[src/rtl/stepper_pkg.sv]
// Shared types and helpers for the stepper pulse generator.
package stepper_pkg;
  localparam int DEF_WIDTH = 32;

  typedef enum logic [1:0] {IDLE, LOW, HIGH} state_t;

  // Magnitude of a two's-complement value; the most negative input maps to 2^(W-1) unsigned.
  function automatic logic [DEF_WIDTH-1:0] abs_u32(input logic [DEF_WIDTH-1:0] v);
    return v[DEF_WIDTH-1] ? (~v + 1'b1) : v;
  endfunction
endpackage

[src/rtl/stepper_pulse_gen.sv]
// Step-pulse sequencer: LOW/HIGH phase FSM, phase counter and remaining-step counter.
module stepper_pulse_gen
  import stepper_pkg::*;
#(
  parameter int HALF_PERIOD = 4,
  parameter int WIDTH       = DEF_WIDTH
) (
  input  logic             clk,
  input  logic             reset,
  input  logic             start,
  input  logic [WIDTH-1:0] count,
  output logic             step,
  output logic             step_rise
);
  localparam int            CW   = (HALF_PERIOD > 1) ? $clog2(HALF_PERIOD) : 1;
  localparam logic [CW-1:0] LAST = CW'(HALF_PERIOD - 1);

  state_t           state, state_nxt;
  logic [CW-1:0]    cnt, cnt_nxt;
  logic [WIDTH-1:0] remaining, remaining_nxt;
  logic             setup, setup_nxt;
  logic             step_nxt;

  always_ff @(posedge clk or negedge reset) begin
    if (!reset) begin
      state     <= IDLE;
      cnt       <= '0;
      remaining <= '0;
      setup     <= 1'b0;
      step      <= 1'b0;
    end else begin
      state     <= state_nxt;
      cnt       <= cnt_nxt;
      remaining <= remaining_nxt;
      setup     <= setup_nxt;
      step      <= step_nxt;
    end
  end

  // The first LOW after a start is one cycle longer (setup), so DIR leads STEP by a full half period.
  always_comb begin
    state_nxt     = state;
    cnt_nxt       = cnt;
    remaining_nxt = remaining;
    setup_nxt     = setup;
    step_nxt      = step;
    step_rise     = 1'b0;
    if (start) begin
      state_nxt     = (count != '0) ? LOW : IDLE;
      cnt_nxt       = '0;
      remaining_nxt = count;
      setup_nxt     = (count != '0);
      step_nxt      = 1'b0;
    end else begin
      case (state)
        LOW: begin
          if (setup) begin
            setup_nxt = 1'b0;
          end else if (cnt == LAST) begin
            state_nxt     = HIGH;
            cnt_nxt       = '0;
            step_nxt      = 1'b1;
            step_rise     = 1'b1;
            remaining_nxt = remaining - 1'b1;
          end else begin
            cnt_nxt = cnt + 1'b1;
          end
        end
        HIGH: begin
          if (cnt == LAST) begin
            cnt_nxt   = '0;
            step_nxt  = 1'b0;
            state_nxt = (remaining != '0) ? LOW : IDLE;
          end else begin
            cnt_nxt = cnt + 1'b1;
          end
        end
        default: ;
      endcase
    end
  end
endmodule

[src/rtl/stepper.sv]
// Memory-mapped stepper-motor controller: bus register, direction, absolute position.
module stepper
  import stepper_pkg::*;
#(
  parameter int HALF_PERIOD = 4,
  parameter int WIDTH       = DEF_WIDTH
) (
  input  logic             clk,
  input  logic             reset,
  input  logic             write,
  input  logic [WIDTH-1:0] writedata,
  input  logic             read,
  output logic [WIDTH-1:0] readdata,
  output logic             step,
  output logic             dir
);
  logic [WIDTH-1:0] position;
  logic [WIDTH-1:0] move_abs;
  logic             step_rise;

  assign move_abs = abs_u32(writedata);

  stepper_pulse_gen #(
    .HALF_PERIOD(HALF_PERIOD),
    .WIDTH      (WIDTH)
  ) u_pulse_gen (
    .clk      (clk),
    .reset    (reset),
    .start    (write),
    .count    (move_abs),
    .step     (step),
    .step_rise(step_rise)
  );

  // readdata samples position before any same-edge update, so reads see the pre-step value.
  always_ff @(posedge clk or negedge reset) begin
    if (!reset) begin
      dir      <= 1'b1;
      position <= '0;
      readdata <= '0;
    end else begin
      if (write)     dir      <= ~writedata[WIDTH-1];
      if (step_rise) position <= dir ? position + 1'b1 : position - 1'b1;
      if (read)      readdata <= position;
    end
  end
endmodule

[config.mk]
export PLATFORM = sky130hd
export DESIGN_NAME = stepper
export DESIGN_NICKNAME = d
export VERILOG_FILES = /design/src/rtl/stepper_pkg.sv /design/src/rtl/stepper_pulse_gen.sv /design/src/rtl/stepper.sv
export SDC_FILE = /design/constraint.sdc
export NUM_CORES = 1
export LEC_CHECK = 0
export CORE_UTILIZATION = 41
export DETAILED_ROUTE_END_ITERATION = 10
export PLACE_DENSITY = 0.59
export SYNTH_ARGS = -nofsm -noshare
export SYNTH_HDL_FRONTEND = slang
export SYNTH_SLANG_ARGS = --single-unit
export TNS_END_PERCENT = 1
[constraint.sdc]
create_clock -name clk -period 3.57 [get_ports clk]
set_clock_uncertainty 0.2 [all_clocks]
set_input_delay 0.714 -clock clk [delete_from_list [all_inputs] [get_ports clk]]
set_output_delay 0.714 -clock clk [all_outputs]
set_load 0.02 [all_outputs]
-- After elaboration in Yosys (flattened, before gate mapping)
Index checks and enable logic that the tools add are counted.
- add/subtract/negate cells: 5
- equality and inequality tests: 7
- muxes and demuxes: 28
- bitwise operators: 2
- reduce and logical (&&, ||, !) cells: 8
- operators by type and width (operator ; number):
    $mux W32 ; 6
    $add A32 B1 Y32 const B ; 2
    $reduce_bool A32 Y1 ; 2
    $sub A32 B1 Y32 const B ; 2
    $not A32 Y32 ; 1
    $mux W2 ; 7
    $mux W1 ; 12
    $pmux W2 S2 ; 2
    $ne A3 B2 Y1 const B ; 2
    $eq A2 B2 Y1 const B ; 2
    $reduce_and A4 Y1 ; 1
    $reduce_bool A2 Y1 ; 2
    $ne A3 B3 Y1 const B ; 1
    $reduce_and A3 Y1 ; 1
    $reduce_bool A3 Y1 ; 1
    $add A2 B1 Y2 const B ; 1
    $eq A2 B1 Y1 const B ; 1
    $ne A2 B2 Y1 const B ; 1
    $pmux W1 S2 ; 1
    $reduce_and A2 Y1 ; 1
    $not A1 Y1 ; 1
- register bits: 103
- input port bits: 36
- output and inout bits: 34
- word-level logic and storage cells: 58

-- Logic depth before layout (Yosys ltp)
Gate-level depths: netlist (run 1).
- word-level depth: 6
- mapped depth: 10
- mapped depth without buffers: 10

-- By module
Synthesis (run 1) repeated with hierarchy kept, for this count alone.
- cell total of the unflattened synthesis: 728
- area total of the unflattened synthesis: 7029.2 sq um
- by module, submodules not included (module ; instances ; cells each ; area each (sq um) ; sequential area each (sq um)):
    stepper ; 1 ; 497 ; 4798.4 ; 1627.8
    stepper_pulse_gen ; 1 ; 231 ; 2230.9 ; 925.9

-- Worst setup path before layout (run 1)
OpenSTA, ideal clock, no wires.
- kind: input -> register
- start point: input writedata[0]
- end point: register u_pulse_gen.setup
- library setup time: 0.126 ns
- arrival: 3.480 ns
- required time: 3.244 ns
- path slack: -0.236 ns
- stages on the path: 10
- buffers on the path: 0
- cell sequence: inv_1 ha_1 or4b_4 or4_4 mux2_2 a32oi_1 or4_1 or4_4 nor4_4 nor2_1
- word-level cells in the longest chain between the ends: 5
- ends and longest elaborated chain (what ; RTL line ; source):
    from (decl) ; stepper.sv:11 ; input logic [WIDTH-1:0] writedata,
    $not A32 Y32 ; stepper_pkg.sv:9 ; return v[DEF_WIDTH-1] ? (~v + 1'b1) : v;
    $add A32 B1 Y32 ; stepper_pkg.sv:9 ;
    $mux W32 (*) ; stepper_pkg.sv:9 ;
    $reduce_bool A32 Y1 (*) ; stepper_pulse_gen.sv:52 ; setup_nxt = (count != '0);
    $mux W1 (*) ; stepper_pulse_gen.sv:48 ; if (start) begin
    to (signal assigned) ; stepper_pulse_gen.sv:35 ; setup <= setup_nxt;
    to (decl) ; stepper_pulse_gen.sv:21 ; logic setup, setup_nxt;
Mark *: on every way between the ends. The rest lies on a longest branch, timed or not.
A chain may end at the register's enable or synchronous reset.

-- Worst setup path after layout (run 1)
- start point: input writedata[5]
- end point: register u_pulse_gen.setup
The elaborated chain is that of the path after synthesis.

==> results of run 1 <==
## worst reg2reg max path, cell delays in order (launching register included)
cell and delay [ns]:
dfstp_2 0.56, clkinvlp_4 0.17, buf_6 0.19, buf_4 0.14, ha_1 0.24, a211o_1 0.32, or3_4 0.38, o211ai_1 0.24
buf_4 0.17, o31ai_4 0.08, o221ai_2 0.20, mux2i_1 0.26, xor2_1 0.17
## cell families after synthesis
family                     count (synthesis)
AOI/OAI and AO/OA                        192
xor gates and xnor gates                  81
adders and majority gates                 35
buffers and inverters                     47
DFF                                      102
muxes                                     44
and+or+nand+nor                          260
## worst min-delay path by stage
stage | startpoint | slack, ns | cells after the start | end
6_report | reset | 0.15 | 1 | readdata[5]
5_1_grt | reset | 0.20 | 1 | readdata[5]
4_1_cts | reset | 0.17 | 1 | readdata[5]
3_5_place_dp | position[31] | 0.26 | 1 | position[31]
3_3_place_gp | position[31] | 0.25 | 1 | position[31]
2_1_floorplan | reset | 0.22 | 0 | position[0]
## through the flow
stage	cell area, um2	hold slack, ns
6_report	9110	0.155
5_1_grt	9110	0.202
4_1_cts	8940	0.174
3_5_place_dp	8530	0.260
3_3_place_gp	8530	0.253
2_1_floorplan	7010	0.218
## state kept, by name, indices dropped and copies added (netlist names)
| register | count |
|---|---|
| u_pulse_gen.step | 1 |
| readdata | 32 |
| u_pulse_gen.cnt | 2 |
| u_pulse_gen.remaining | 32 |
| dir | 1 |
| position | 32 |
| u_pulse_gen.state | 1 |
| u_pulse_gen.setup | 1 |
## power groups by stage
stage | registers [W] | clock network, W | logic [W]
2_1_floorplan | 0.00206 | 0 | 0.00167
3_3_place_gp | 0.00190 | 0 | 0.00270
3_5_place_dp | 0.00191 | 0 | 0.00278
4_1_cts | 0.00190 | 0.00110 | 0.00280
5_1_grt | 0.00196 | 0.00116 | 0.00317
6_report | 0.00189 | 0.00107 | 0.00287
## final cells by class
cell class	instances	area, um2	area share
clock inverter	5	82.6	0.00906
clock buffer	11	243	0.0266
tap	220	275	0.0302
sequential	102	2550	0.280
inverter	14	73.8	0.00810
multi-input combinational	612	4350	0.478
timing repair buffer	174	1530	0.168
## per-layer routing
| metal | track usage | vias up | part of all wire |
|---|---|---|---|
| met5 | 0 | - | 0 |
| met1 | 0.262 | 2991 | 0.45 |
| met4 | 0.0632 | 0 | 0.013 |
| met3 | 0.0273 | 19 | 0.027 |
| met2 | 0.353 | 108 | 0.51 |
| li1 | - | 3104 | - |
## cell usage after synthesis, types with 9 or more instances
library cell  number  area share
o21ai_0           50       0.036
inv_1             13      0.0070
o31ai_1           12       0.013
nor4_1            17       0.015
a21o_1            18       0.019
nor3_1            21       0.015
nand2_1           87       0.047
mux2_2            34       0.055
nand3_1           17       0.012
xor2_1            36       0.045
ha_1              34       0.061
dfrtp_1          101        0.36
xnor2_1           45       0.057
mux2i_1            9       0.013
nand4_1           11      0.0099
nor2_1            47       0.025
or4_1              9      0.0097
clkbuf_1          24       0.013
a21oi_1           41       0.029
## repair_timing
item                                    in CTS  in global routing
gates cloned                                 0                  0
gates resized for setup                     25                 26
buffers inserted                             7                  8
pin swaps                                   15                 13
endpoints found under the setup margin       3                 10
==> results.json, run 1 <==
{
  "nets": 984,
  "net-switching-power_w": 0.00223,
  "p_seq_frac": 0.324,
  "grt_pass1_wl_mm": 29.4,
  "h-tree-depth": 3,
  "initial_core_util": 0.420,
  "vias": 6222,
  "r2r_cells": 12,
  "drc_errors": 0,
  "synthArstFlopShare": 1.00,
  "peakVddDrop_uv": 342,
  "instances_no_fill": 1138,
  "fmax_ghz": 0.286,
  "grt-ovfl-total": 0,
  "cp.depth": 9,
  "p_leak_nw": 4.00,
  "timing.rr.end": "position[31]",
  "portBuffers": 69,
  "fillerInstances": 1522,
  "critPathCapture": "u_pulse_gen.setup",
  "grt_max_degree": 68,
  "power.share.clock": 0.184,
  "critPathArrivalTime_ns": 3.52,
  "muxShareOfSynthArea": 0.0695,
  "synth_ff_type": "dfrtp_1",
  "synthSimpleGateAreaFrac": 0.191,
  "viasPerCell": 5.47,
  "io_pins": 70,
  "fin_crit_sh": 0.980,
  "die_area_um2": 17500,
  "switching_share": 0.382,
  "first_global_vias": 6149,
  "power_density_nw_per_um2": 640,
  "clockRootBuffer": "clkbuf_16",
  "cp_max_fo": 5,
  "dp_cells": 1107,
  "layout_common_cells": "buf_4 (102), dfrtp_1 (101), nand2_1 (87)",
  "critical-path-slowest-cell": "or4b_4",
  "ys_ff_latch": 102,
  "synth_edf_count": 0,
  "slew_viol_final": 0,
  "critical_path.max_stage_delay_ns": 0.60,
  "worst_slack_ns": 0.0711,
  "rrSetupSlack_ns": 0.17,
  "area_growth_pct": 30.8,
  "power_frac_comb": 0.493,
  "syn_inst": 761,
  "wl_per_cell_um": 15.1,
  "die_w_um": 132,
  "die_h_um": 132,
  "drt_iter0_markers": 331,
  "drv_cap": 0,
  "internal-power_w": 0.00361,
  "path_cells": "clkdlybuf4s50_1 > nor4_2 > nand2_1 > or4b_4 > or4b_4 > a211oi_4 > o21ai_2 > nor4_4 > nor2_1",
  "syn_nets": 832,
  "synth.distinct_cells": 73,
  "synth-seq-area-share": 0.367,
  "ant_nets": 0,
  "drive_above_1_share": 0.208,
  "relSlewSlack": 0.488,
  "cts.sinks": 102,
  "clock_latency_ns": 0.35,
  "critPathCaptureType": "register",
  "syn_avg_cell_area_um2": 9.15,
  "preCtsSetupSlack_ns": -0.769,
  "routabilityCongestion": 0.842,
  "antenna_cells": 0,
  "synth_fa_ha_area_frac": 0.0639,
  "syn_area_um2": 6970,
  "rsz0062_at_grt": "true",
  "synth_warnings": 0,
  "final.setup.tns_ns": 0,
  "cts_buffers": 9,
  "coreArea_um2": 16600,
  "worstSetupPathType": "in -> reg",
  "dp_hpwl_mm": 13.0,
  "yosys.area_share.xor_xnor": 0.102,
  "cts_tree": "done",
  "synth_compound_area_frac": 0.180,
  "critPathBufInv": 1,
  "tightest_slew_ns": 0.762,
  "cpMostUsedCell": "or4b_4",
  "dr.pass1.iters": 5,
  "p_total_w": 0.00583,
  "grt_use_total": 0.204,
  "clk_path_buf_depth": 2,
  "routed_wl_mm": 17.2,
  "cp-start-kind": "input port",
  "setup_violations": 0,
  "critPathLaunch": "writedata[5]",
  "critPathTopFamily": "simple AND/OR/NAND/NOR gates",
  "holdBufCountCts": 0,
  "min_path_type": "in -> async",
  "final_common_cell": "buf_4",
  "synth_top_family_by_area": "simple AND/OR/NAND/NOR gates",
  "worstPathRequired_ns": 3.59,
  "final-hold-violation-count": 0,
  "postLayoutCoreUtil": 0.549,
  "num_rows": 47,
  "antenna_found_initial": 0,
  "outcome": "completed",
  "clk_pin_slew_ns": 0.07,
  "reg2reg_from": "dir",
  "final.min_clock_period_ns": 3.50
}
Note: power is estimated with default switching activity, not from simulation.
==> inputs of run 2 (changes only) <==
--- a/config.mk
+++ b/config.mk
@@ -6,6 +6,7 @@
 export NUM_CORES = 1
 export LEC_CHECK = 0
 export CORE_UTILIZATION = 41
+export CTS_CLUSTER_SIZE = 30
 export DETAILED_ROUTE_END_ITERATION = 10
 export PLACE_DENSITY = 0.59
 export SYNTH_ARGS = -nofsm -noshare
==> results of run 2 <==
Final layout, timing and power as in run 1 (identical DEF).
